File: src/rtl/dcache_tag_sweeper.sv
// Sole owner of the dcache tag RAM port: clears every set after reset, runs flush sweeps
// that hand valid+dirty lines to the writeback engine, and passes controller traffic in IDLE.
module dcache_tag_sweeper #(
  parameter int NUM_SETS   = 64,
  parameter int ADDR_WIDTH = $clog2(NUM_SETS),
  parameter int NUM_COL    = 4,
  parameter int COL_WIDTH  = 8,
  parameter int DATA_WIDTH = NUM_COL * COL_WIDTH
) (
  input  logic                  clk,
  input  logic                  rst_n,
  input  logic                  flush_req,
  output logic                  flush_ack,
  output logic                  busy,
  input  logic                  cl_req,
  input  logic [NUM_COL-1:0]    cl_wr_en,
  input  logic [ADDR_WIDTH-1:0] cl_addr,
  input  logic [DATA_WIDTH-1:0] cl_wdata,
  output logic [DATA_WIDTH-1:0] cl_rdata,
  output logic                  cl_gnt,
  output logic                  ram_req,
  output logic [NUM_COL-1:0]    ram_wr_en,
  output logic [ADDR_WIDTH-1:0] ram_addr,
  output logic [DATA_WIDTH-1:0] ram_wdata,
  input  logic [DATA_WIDTH-1:0] ram_rdata,
  output logic                  wb_req,
  output logic [ADDR_WIDTH-1:0] wb_addr,
  output logic [21:0]           wb_tag,
  input  logic                  wb_ack
);

  typedef enum logic [2:0] {INIT, IDLE, FL_RD, FL_CHK, FL_WB, FL_INV} state_t;

  localparam logic [ADDR_WIDTH-1:0] LAST_SET = ADDR_WIDTH'(NUM_SETS - 1);

  state_t                r_state, w_state_nxt;
  logic [ADDR_WIDTH-1:0] r_set_cnt, w_set_cnt_nxt;
  logic                  r_flush_pend, w_flush_pend_nxt;
  logic                  r_flush_ack, w_flush_ack_nxt;
  logic                  r_wb_req, w_wb_req_nxt;
  logic [ADDR_WIDTH-1:0] r_wb_addr, w_wb_addr_nxt;
  logic [21:0]           r_wb_tag, w_wb_tag_nxt;
  logic                  w_last_set;
  logic                  w_line_dirty;
  logic                  w_enter_idle;

  assign w_last_set   = (r_set_cnt == LAST_SET);
  assign w_line_dirty = ram_rdata[23] & ram_rdata[22];

  always_ff @(posedge clk or negedge rst_n) begin
    if (!rst_n) begin
      r_state      <= INIT;
      r_set_cnt    <= '0;
      r_flush_pend <= 1'b0;
      r_flush_ack  <= 1'b0;
      r_wb_req     <= 1'b0;
      r_wb_addr    <= '0;
      r_wb_tag     <= '0;
    end else begin
      r_state      <= w_state_nxt;
      r_set_cnt    <= w_set_cnt_nxt;
      r_flush_pend <= w_flush_pend_nxt;
      r_flush_ack  <= w_flush_ack_nxt;
      r_wb_req     <= w_wb_req_nxt;
      r_wb_addr    <= w_wb_addr_nxt;
      r_wb_tag     <= w_wb_tag_nxt;
    end
  end

  always_comb begin
    w_state_nxt      = r_state;
    w_set_cnt_nxt    = r_set_cnt;
    w_flush_pend_nxt = r_flush_pend;
    w_wb_req_nxt     = r_wb_req;
    w_wb_addr_nxt    = r_wb_addr;
    w_wb_tag_nxt     = r_wb_tag;
    ram_req          = 1'b0;
    ram_wr_en        = '0;
    ram_addr         = r_set_cnt;
    ram_wdata        = '0;
    cl_gnt           = 1'b0;

    case (r_state)
      INIT: begin
        ram_req   = 1'b1;
        ram_wr_en = '1;
        if (w_last_set) begin
          w_state_nxt   = IDLE;
          w_set_cnt_nxt = '0;
        end else begin
          w_set_cnt_nxt = r_set_cnt + ADDR_WIDTH'(1);
        end
      end
      IDLE: begin
        cl_gnt    = 1'b1;
        ram_req   = cl_req;
        ram_wr_en = cl_wr_en;
        ram_addr  = cl_addr;
        ram_wdata = cl_wdata;
        if (flush_req) begin
          w_state_nxt   = FL_RD;
          w_set_cnt_nxt = '0;
        end
      end
      FL_RD: begin
        ram_req     = 1'b1;
        w_state_nxt = FL_CHK;
      end
      FL_CHK: begin
        if (w_line_dirty) begin
          w_wb_req_nxt  = 1'b1;
          w_wb_addr_nxt = r_set_cnt;
          w_wb_tag_nxt  = ram_rdata[21:0];
          w_state_nxt   = FL_WB;
        end else begin
          w_state_nxt = FL_INV;
        end
      end
      FL_WB: begin
        if (wb_ack) begin
          w_wb_req_nxt = 1'b0;
          w_state_nxt  = FL_INV;
        end
      end
      FL_INV: begin
        ram_req   = 1'b1;
        ram_wr_en = '1;
        if (w_last_set) begin
          w_state_nxt   = IDLE;
          w_set_cnt_nxt = '0;
        end else begin
          w_state_nxt   = FL_RD;
          w_set_cnt_nxt = r_set_cnt + ADDR_WIDTH'(1);
        end
      end
      default: w_state_nxt = INIT;
    endcase

    // Requests arriving while busy are merged into a single ack on the next IDLE entry.
    w_enter_idle = (r_state != IDLE) && (w_state_nxt == IDLE);
    if ((r_state != IDLE) && flush_req) w_flush_pend_nxt = 1'b1;
    w_flush_ack_nxt = w_enter_idle && ((r_state == FL_INV) || r_flush_pend || flush_req);
    if (w_enter_idle) w_flush_pend_nxt = 1'b0;
  end

  assign busy      = (r_state != IDLE);
  assign cl_rdata  = ram_rdata;
  assign flush_ack = r_flush_ack;
  assign wb_req    = r_wb_req;
  assign wb_addr   = r_wb_addr;
  assign wb_tag    = r_wb_tag;

endmodule

File: config.mk
export PLATFORM = sky130hd
export DESIGN_NAME = dcache_tag_sweeper
export DESIGN_NICKNAME = d
export VERILOG_FILES = /design/src/rtl/dcache_tag_sweeper.sv
export SDC_FILE = /design/constraint.sdc
export NUM_CORES = 1
export LEC_CHECK = 0
export BUFFER_PORTS_ARGS = -buffer_cell sky130_fd_sc_hd__buf_4
export CELL_PAD_IN_SITES_DETAIL_PLACEMENT = 1
export CELL_PAD_IN_SITES_GLOBAL_PLACEMENT = 1
export CORE_UTILIZATION = 28
export DETAILED_ROUTE_END_ITERATION = 16
export HOLD_SLACK_MARGIN = 0.05
export PLACE_DENSITY_LB_ADDON = 0.1
export SETUP_SLACK_MARGIN = 0.05
export SLEW_MARGIN = 5
export SYNTH_ARGS = -nofsm -noshare
export SYNTH_HDL_FRONTEND = slang
export SYNTH_SLANG_ARGS = --single-unit
File: constraint.sdc
create_clock -name clk -period 1.9 [get_ports clk]
set_input_delay 0 -clock clk [delete_from_list [all_inputs] [get_ports clk]]
set_output_delay 0 -clock clk [all_outputs]
set_load 0.01 [all_outputs]
==> results_dict.tcl, run 1 <==
set metrics [dict create \
    status "completed" \
    tightestPinTransition_ns 0.5186 \
    synth_warnings 0 \
    synth_top_area_frac 0.4175 \
    design_area_um2 4046 \
    finClkSkew_ns 0.01012 \
    fill_cells 971 \
    r2r_end "r_set_cnt[3]" \
    ir_drop_mv 0.5177 \
    synth.net_count 299 \
    root_buffer "clkbuf_8" \
    vias 2244 \
    p_int_mw 3.370 \
    overflow 0 \
    cts.clk_slew.worst_paths_ns 0.09 \
    place_ws_ns 0.1562 \
    cap_violations 0 \
    cp_data_arrival_time_ns 1.74 \
    die_area_um2 8936 \
    tritoncts "built" \
    firstDrtPassIters 4 \
    seq_power_share 0.273 \
    dp_cells 458 \
    placed_cell_area_um2 3550 \
    start_kind "flop" \
    grt_pass1_wl_um 11000 \
    r2r-start "r_set_cnt[1]" \
    switching_power_mw 1.923 \
    grtUsageTotal 0.1614 \
    utilization 0.4900 \
    fin_crit_sh 0.9150 \
    worst-setup-path-type "reg2out" \
    wl_um 7408 \
    drc 0 \
    powerDensity_nw_per_um2 1308 \
    syn_area_um2 2397 \
    fin_cells 502 \
    clk-insertion-delay-late_ns 0.30 \
    clockBufferDepth 2 \
    yosysUniqueCellTypes 37 \
    swShare 0.3633 \
    rows 33 \
    synthTopCellsByArea "dfrtp_1 (42%), mux2_4 (13%), buf_4 (10%)" \
    ioPinCount 186 \
    rr_worst_depth 5 \
    fmax_ghz 0.5752 \
    htree_levels 2 \
    slew_headroom 0.6543 \
    rsz0062_at_grt "no" \
    fin_nets 476 \
    dieHeight_um 94.53 \
    ys_seq_area_frac 0.4175 \
    area_growth_pct 68.79 \
    p_leak_nw 2.094 \
    critPathRequiredTime_ns 1.90 \
    rrSetupSlack_ns 0.20 \
    synth_top_cell_by_area "dfrtp_1" \
    initial_core_util 0.2903 \
    die_x_um 94.53 \
    crit_fanout 10 \
    slew_violations 0 \
    coreArea_um2 8258 \
    syn_area_per_cell_um2 10.95 \
    hold_viol_final 0 \
    yosys_register_bits 40 \
    antenna_found_initial 0 \
    gp_congestion 0.8099 \
    setup-violations-final 0 \
    grt_pass1_vias 2135 \
    post-dp-hpwl_um 5425 \
    grt_max_degree 41 \
    synthCells 219 \
    critPathCaptureType "output port" \
    period_needed_ns 1.738 \
    fin_tns_setup_ns 0 \
    cts_sinks 40 \
    combPwrFrac 0.583 \
    layout_setup_ws_ns 0.1615 \
    clkPwrFrac 0.144 \
    drive_gt1_frac 0.5718 \
    viasPerCell 4.470 \
    routedWlPerCell_um 14.76 \
    ant_nets 0 \
    holdCritPathClass "in2async" \
    drt-initial-drc-count 40 \
    n_antenna_cell 0 \
    cts_buffers 5 \
    portBuffers 169 \
]
[metal layers]
| layer | vias up | part of all wire | global-route usage | routed length, um |
|---|---|---|---|---|
| li1 | 1072 | - | - | - |
| met4 | 0 | 0.010 | 0.04798 | 74 |
| met5 | - | 0 | 0 | 0 |
| met1 | 1080 | 0.41 | 0.1965 | 3025 |
| met2 | 85 | 0.53 | 0.2880 | 3951 |
| met3 | 7 | 0.048 | 0.02979 | 356 |
[per-stage QoR]
| step | hold WS [ns] | total power, mW |
|---|---|---|
| 2_1_floorplan | -0.2956 | 3.021 |
| 3_3_place_gp | 0.0001189 | 4.400 |
| 3_5_place_dp | 0.0001189 | 4.441 |
| 4_1_cts | 0.2066 | 5.300 |
| 5_1_grt | 0.2363 | 5.659 |
| 6_report | 0.2077 | 5.293 |
[area by class of cell]
| cell class | instances | area [um^2] | share of cell area |
|---|---|---|---|
| Clock buffer | 6 | 82.58 | 0.02041 |
| Clock inverter | 2 | 38.79 | 0.009586 |
| Inverter | 1 | 3.754 | 0.0009276 |
| Multi-Input combinational cell | 135 | 1097 | 0.2712 |
| Sequential cell | 40 | 1002 | 0.2477 |
| Tap cell | 105 | 131.4 | 0.03247 |
| Timing Repair Buffer | 213 | 1690 | 0.4177 |
[power by group through the flow]
stage	registers, mW	clock network (mW)	logic [mW]
final	1.44	0.761	3.09
after global routing	1.49	0.812	3.35
after CTS	1.44	0.771	3.09
after detailed placement	1.45	0	2.99
after global placement	1.45	0	2.95
after floorplan	1.49	0	1.53
[how the worst max path moves through the flow]
stage,from,endpoint,slack (ns),cells past startpoint
finish,r_state[0],ram_addr[1],0.16,6
global route,r_state[0],ram_addr[2],0.07,6
CTS,r_state[0],ram_addr[1],0.07,6
detailed placement,r_set_cnt[0],r_set_cnt[3],0.16,5
global placement,r_set_cnt[0],r_set_cnt[3],0.12,5
floorplan,r_set_cnt[0],r_set_cnt[3],0.42,5
[kinds of logic (layout without fill, tap and decap cells)]
family / after synthesis / count (layout) / synth area share
buf+inv: 44 / 222 / 0.1300
fa+ha+maj: 1 / 1 / 0.005218
simple gates: 68 / 68 / 0.1701
compound gates: 31 / 31 / 0.08142
mux: 35 / 35 / 0.1957
flops: 40 / 40 / 0.4175
[registers in the layout, indices dropped and copies added (netlist names)]
signal / flops
flush_ack: 1
wb_addr: 6
r_flush_pend: 1
wb_tag: 22
r_set_cnt: 6
wb_req: 1
r_state: 3
[Yosys cell counts]
cell and number:
o21a_1 5, mux2_2 15, nand3b_1 1, or3_1 1
and4_1 1, nor2_2 1, nor3_1 4, inv_2 1
nor2b_1 2, a211oi_1 1, a221o_1 1, clkbuf_2 2
a22o_1 1, a21oi_1 8, nand2b_1 3, a31oi_1 4
mux2_4 20, nand4_4 1, o21ai_0 6, and3_1 1
o21ai_1 1, buf_6 3, a21boi_0 1, o41ai_1 1
buf_2 1, a21o_1 1, dfrtp_1 40, nand3_1 3
nand2_1 5, and2b_4 1, and2_1 34, ha_1 1
and4b_1 1, clkbuf_1 5, nor2_1 9, buf_4 32
o21bai_1 1
[cell usage in the layout, fill, tap and decap left out, types with 2 or more instances in the layout]
cell and count:
mux2_2 15, a21oi_1 8, o21a_1 5, a31oi_1 4, mux2_4 20, clkbuf_8 6
nor2_1 9, nor3_1 4, dfrtp_1 39, and2_1 34, nand2_1 5, buf_4 177
nand2b_1 2, dlygate4sd3_1 35, nand3_1 3, o21ai_0 6, nor2b_1 2
[critical path: stages, from the launching register on]
cell and delay, ns:
dfrtp_1 0.38, buf_4 0.17, nand2b_4 0.12, nor2_4 0.07
inv_2 0.18, mux2_2 0.36, buf_4 0.15
[timing repair]
action	CTS	global route
hold buffers	35	0
pin swaps	0	1
setup endpoints to repair	33	34
buffers inserted	0	1
endpoints found under the hold margin	73	0
resized for setup	2	3
Note: power is estimated with default switching activity, not from simulation.
==> inputs of run 2 (changes only) <==
CAP_MARGIN = 30   (was default)
CORE_UTILIZATION = 29   (was 28)
CTS_BUF_LIST = sky130_fd_sc_hd__clkbuf_8   (was default)
==> results_dict.tcl, run 2 (same netlist as run 1, synthesis figures left out) <==
set metrics [dict create \
    status "completed" \
    finClkSkew_ns 0.003440 \
    routedWlPerCell_um 15.39 \
    clockBufferDepth 2 \
    cp_top_family "simple AND/OR/NAND/NOR gates" \
    ir_drop_mv 0.4954 \
    multi_input_area_um2 1097 \
    powerDensity_nw_per_um2 1307 \
    max_stage_delay_ns 0.40 \
    start_kind "flop" \
    critPathCaptureType "output port" \
    hold_path_depth 3 \
    post-dp-hpwl_um 5624 \
    fill_cells 901 \
    layout_commonest_cell "buf_4" \
    design_area_um2 4058 \
    slew_violations 0 \
    wl_met1_um 3131 \
    swShare 0.3606 \
    grt_max_degree 41 \
    worst-setup-path-type "reg2out" \
    p_leak_nw 2.100 \
    r2r-start "r_set_cnt[0]" \
    ant_nets 0 \
    cap_violations 0 \
    gp_congestion 0.7456 \
    whs_ns 0.05920 \
    met2_length_um 4150 \
    dieHeight_um 92.92 \
    mostFrequentLayoutCells "buf_4 (179), dfrtp_1 (38), and2_1 (34), dlygate4sd3_1 (34), mux2_4 (20)" \
    crit_fanout 8 \
    critPathBufInv 2 \
    cts_buffers 5 \
    met3_length_um 364 \
    rr_worst_depth 5 \
    top_layer_used "met4" \
    hold_viol_final 0 \
    switching_power_mw 1.912 \
    cts.clk_slew.worst_paths_ns 0.08 \
    drive_gt1_frac 0.5829 \
    placed_cell_area_um2 3573 \
    initial_core_util 0.3055 \
    antenna_found_initial 0 \
    root_buffer "clkbuf_8" \
    seqCellArea_um2 1003 \
    viasPerCell 4.500 \
    wl_um 7696 \
    portBuffers 169 \
    ioPinCount 186 \
    combPwrFrac 0.592 \
    p_int_mw 3.391 \
    clk-insertion-delay-late_ns 0.29 \
    setup-violations-final 0 \
    seq_power_share 0.271 \
    rows 32 \
    cpMaxStageDelayCell "dfrtp_1" \
    clkPwrFrac 0.137 \
    period_needed_ns 1.758 \
    fin_cells 500 \
    drt-initial-drc-count 32 \
    drc 0 \
    dp_cells 457 \
    cp_data_arrival_time_ns 1.76 \
    die_x_um 92.92 \
    grtUsageTotal 0.1761 \
    firstDrtPassIters 4 \
    tritoncts "built" \
    n_antenna_cell 0 \
    critPathRequiredTime_ns 1.90 \
    cts_sinks 40 \
    fin_tns_setup_ns 0 \
    vias 2250 \
    grt_pass1_vias 2260 \
    r2r_end "r_set_cnt[3]" \
    rrSetupSlack_ns 0.22 \
    fin_crit_sh 0.9252 \
    area_growth_pct 69.26 \
    holdCritPathClass "in2reg" \
    cp_cell_sequence "nand2b_2, nor2_4, inv_2, mux2_2, buf_4" \
    overflow 0 \
    fin_nets 477 \
    utilization 0.5171 \
    min-delay-start "flush_req" \
    min_to "r_flush_pend" \
    htree_levels 2 \
    grt_pass1_wl_um 11810 \
    fmax_ghz 0.5688 \
    rsz0062_at_grt "yes" \
    largest_register_ffs 22 \
    slew_headroom 0.6539 \
    tightestPinTransition_ns 0.5192 \
    die_area_um2 8634 \
    coreArea_um2 7848 \
]
==> run 2: cell types whose count changed in the layout (fill, tap and decap cells not counted), sizes merged <==
cell         delta
buf             +2
dlygate4sd3     -1
==> run 2: through the flow <==
stage | total power [mW] | setup WS, ns
2_1_floorplan | 3.021 | 0.4158
6_report | 5.303 | 0.1421
5_1_grt | 5.679 | 0.02468
3_5_place_dp | 4.482 | 0.1456
3_3_place_gp | 4.431 | 0.2141
4_1_cts | 5.323 | 0.07062
==> run 2: what timing repair did <==
| action | in CTS | in global routing |
|---|---|---|
| hold buffers | 34 | 0 |
| pin swaps | 0 | 1 |
| endpoints found under the hold margin | 72 | 0 |
| buffers inserted | 0 | 1 |
| endpoints found under the setup margin | 5 | 15 |
| gates resized for setup | 1 | 5 |
==> run 2: power by group through the flow <==
stage	Clock, mW	Combinational (mW)	Sequential (mW)
2_1_floorplan	0	1.53	1.49
3_3_place_gp	0	3.01	1.42
4_1_cts	0.756	3.14	1.43
6_report	0.728	3.14	1.44
5_1_grt	0.791	3.40	1.49
3_5_place_dp	0	3.04	1.44
==> run 2: worst max-delay path by stage <==
stage / from / cells after the start / slack, ns / end
6_report: r_state[2] / 5 / 0.14 / ram_addr[0]
5_1_grt: r_state[2] / 5 / 0.02 / ram_addr[3]
4_1_cts: r_state[2] / 5 / 0.07 / ram_addr[3]
3_5_place_dp: r_set_cnt[1] / 5 / 0.15 / r_set_cnt[3]
3_3_place_gp: r_set_cnt[0] / 5 / 0.21 / r_set_cnt[3]
2_1_floorplan: r_set_cnt[0] / 5 / 0.42 / r_set_cnt[3]
==> run 2: routing by layer <==
layer	vias to the layer above	GRT usage
met4	0	0.04231
li1	1071	-
met2	80	0.3131
met1	1095	0.2194
met3	4	0.03120
met5	-	0
==> run 2: final cells by class <==
| cell class | instances | area share |
|---|---|---|
| clock buffer | 6 | 0.02035 |
| timing repair buffer | 214 | 0.4200 |
| clock inverter | 2 | 0.009559 |
| sequential | 40 | 0.2473 |
| multi-input combinational | 135 | 0.2704 |
| tap | 102 | 0.03145 |
| inverter | 1 | 0.0009251 |
==> run 2: worst reg2reg max path, stage by stage, from the launching register on <==
cell     delay [ns]
dfrtp_2        0.43
ha_2           0.24
and4_1         0.28
and2_1         0.21
nor2_1         0.09
a221o_1        0.31
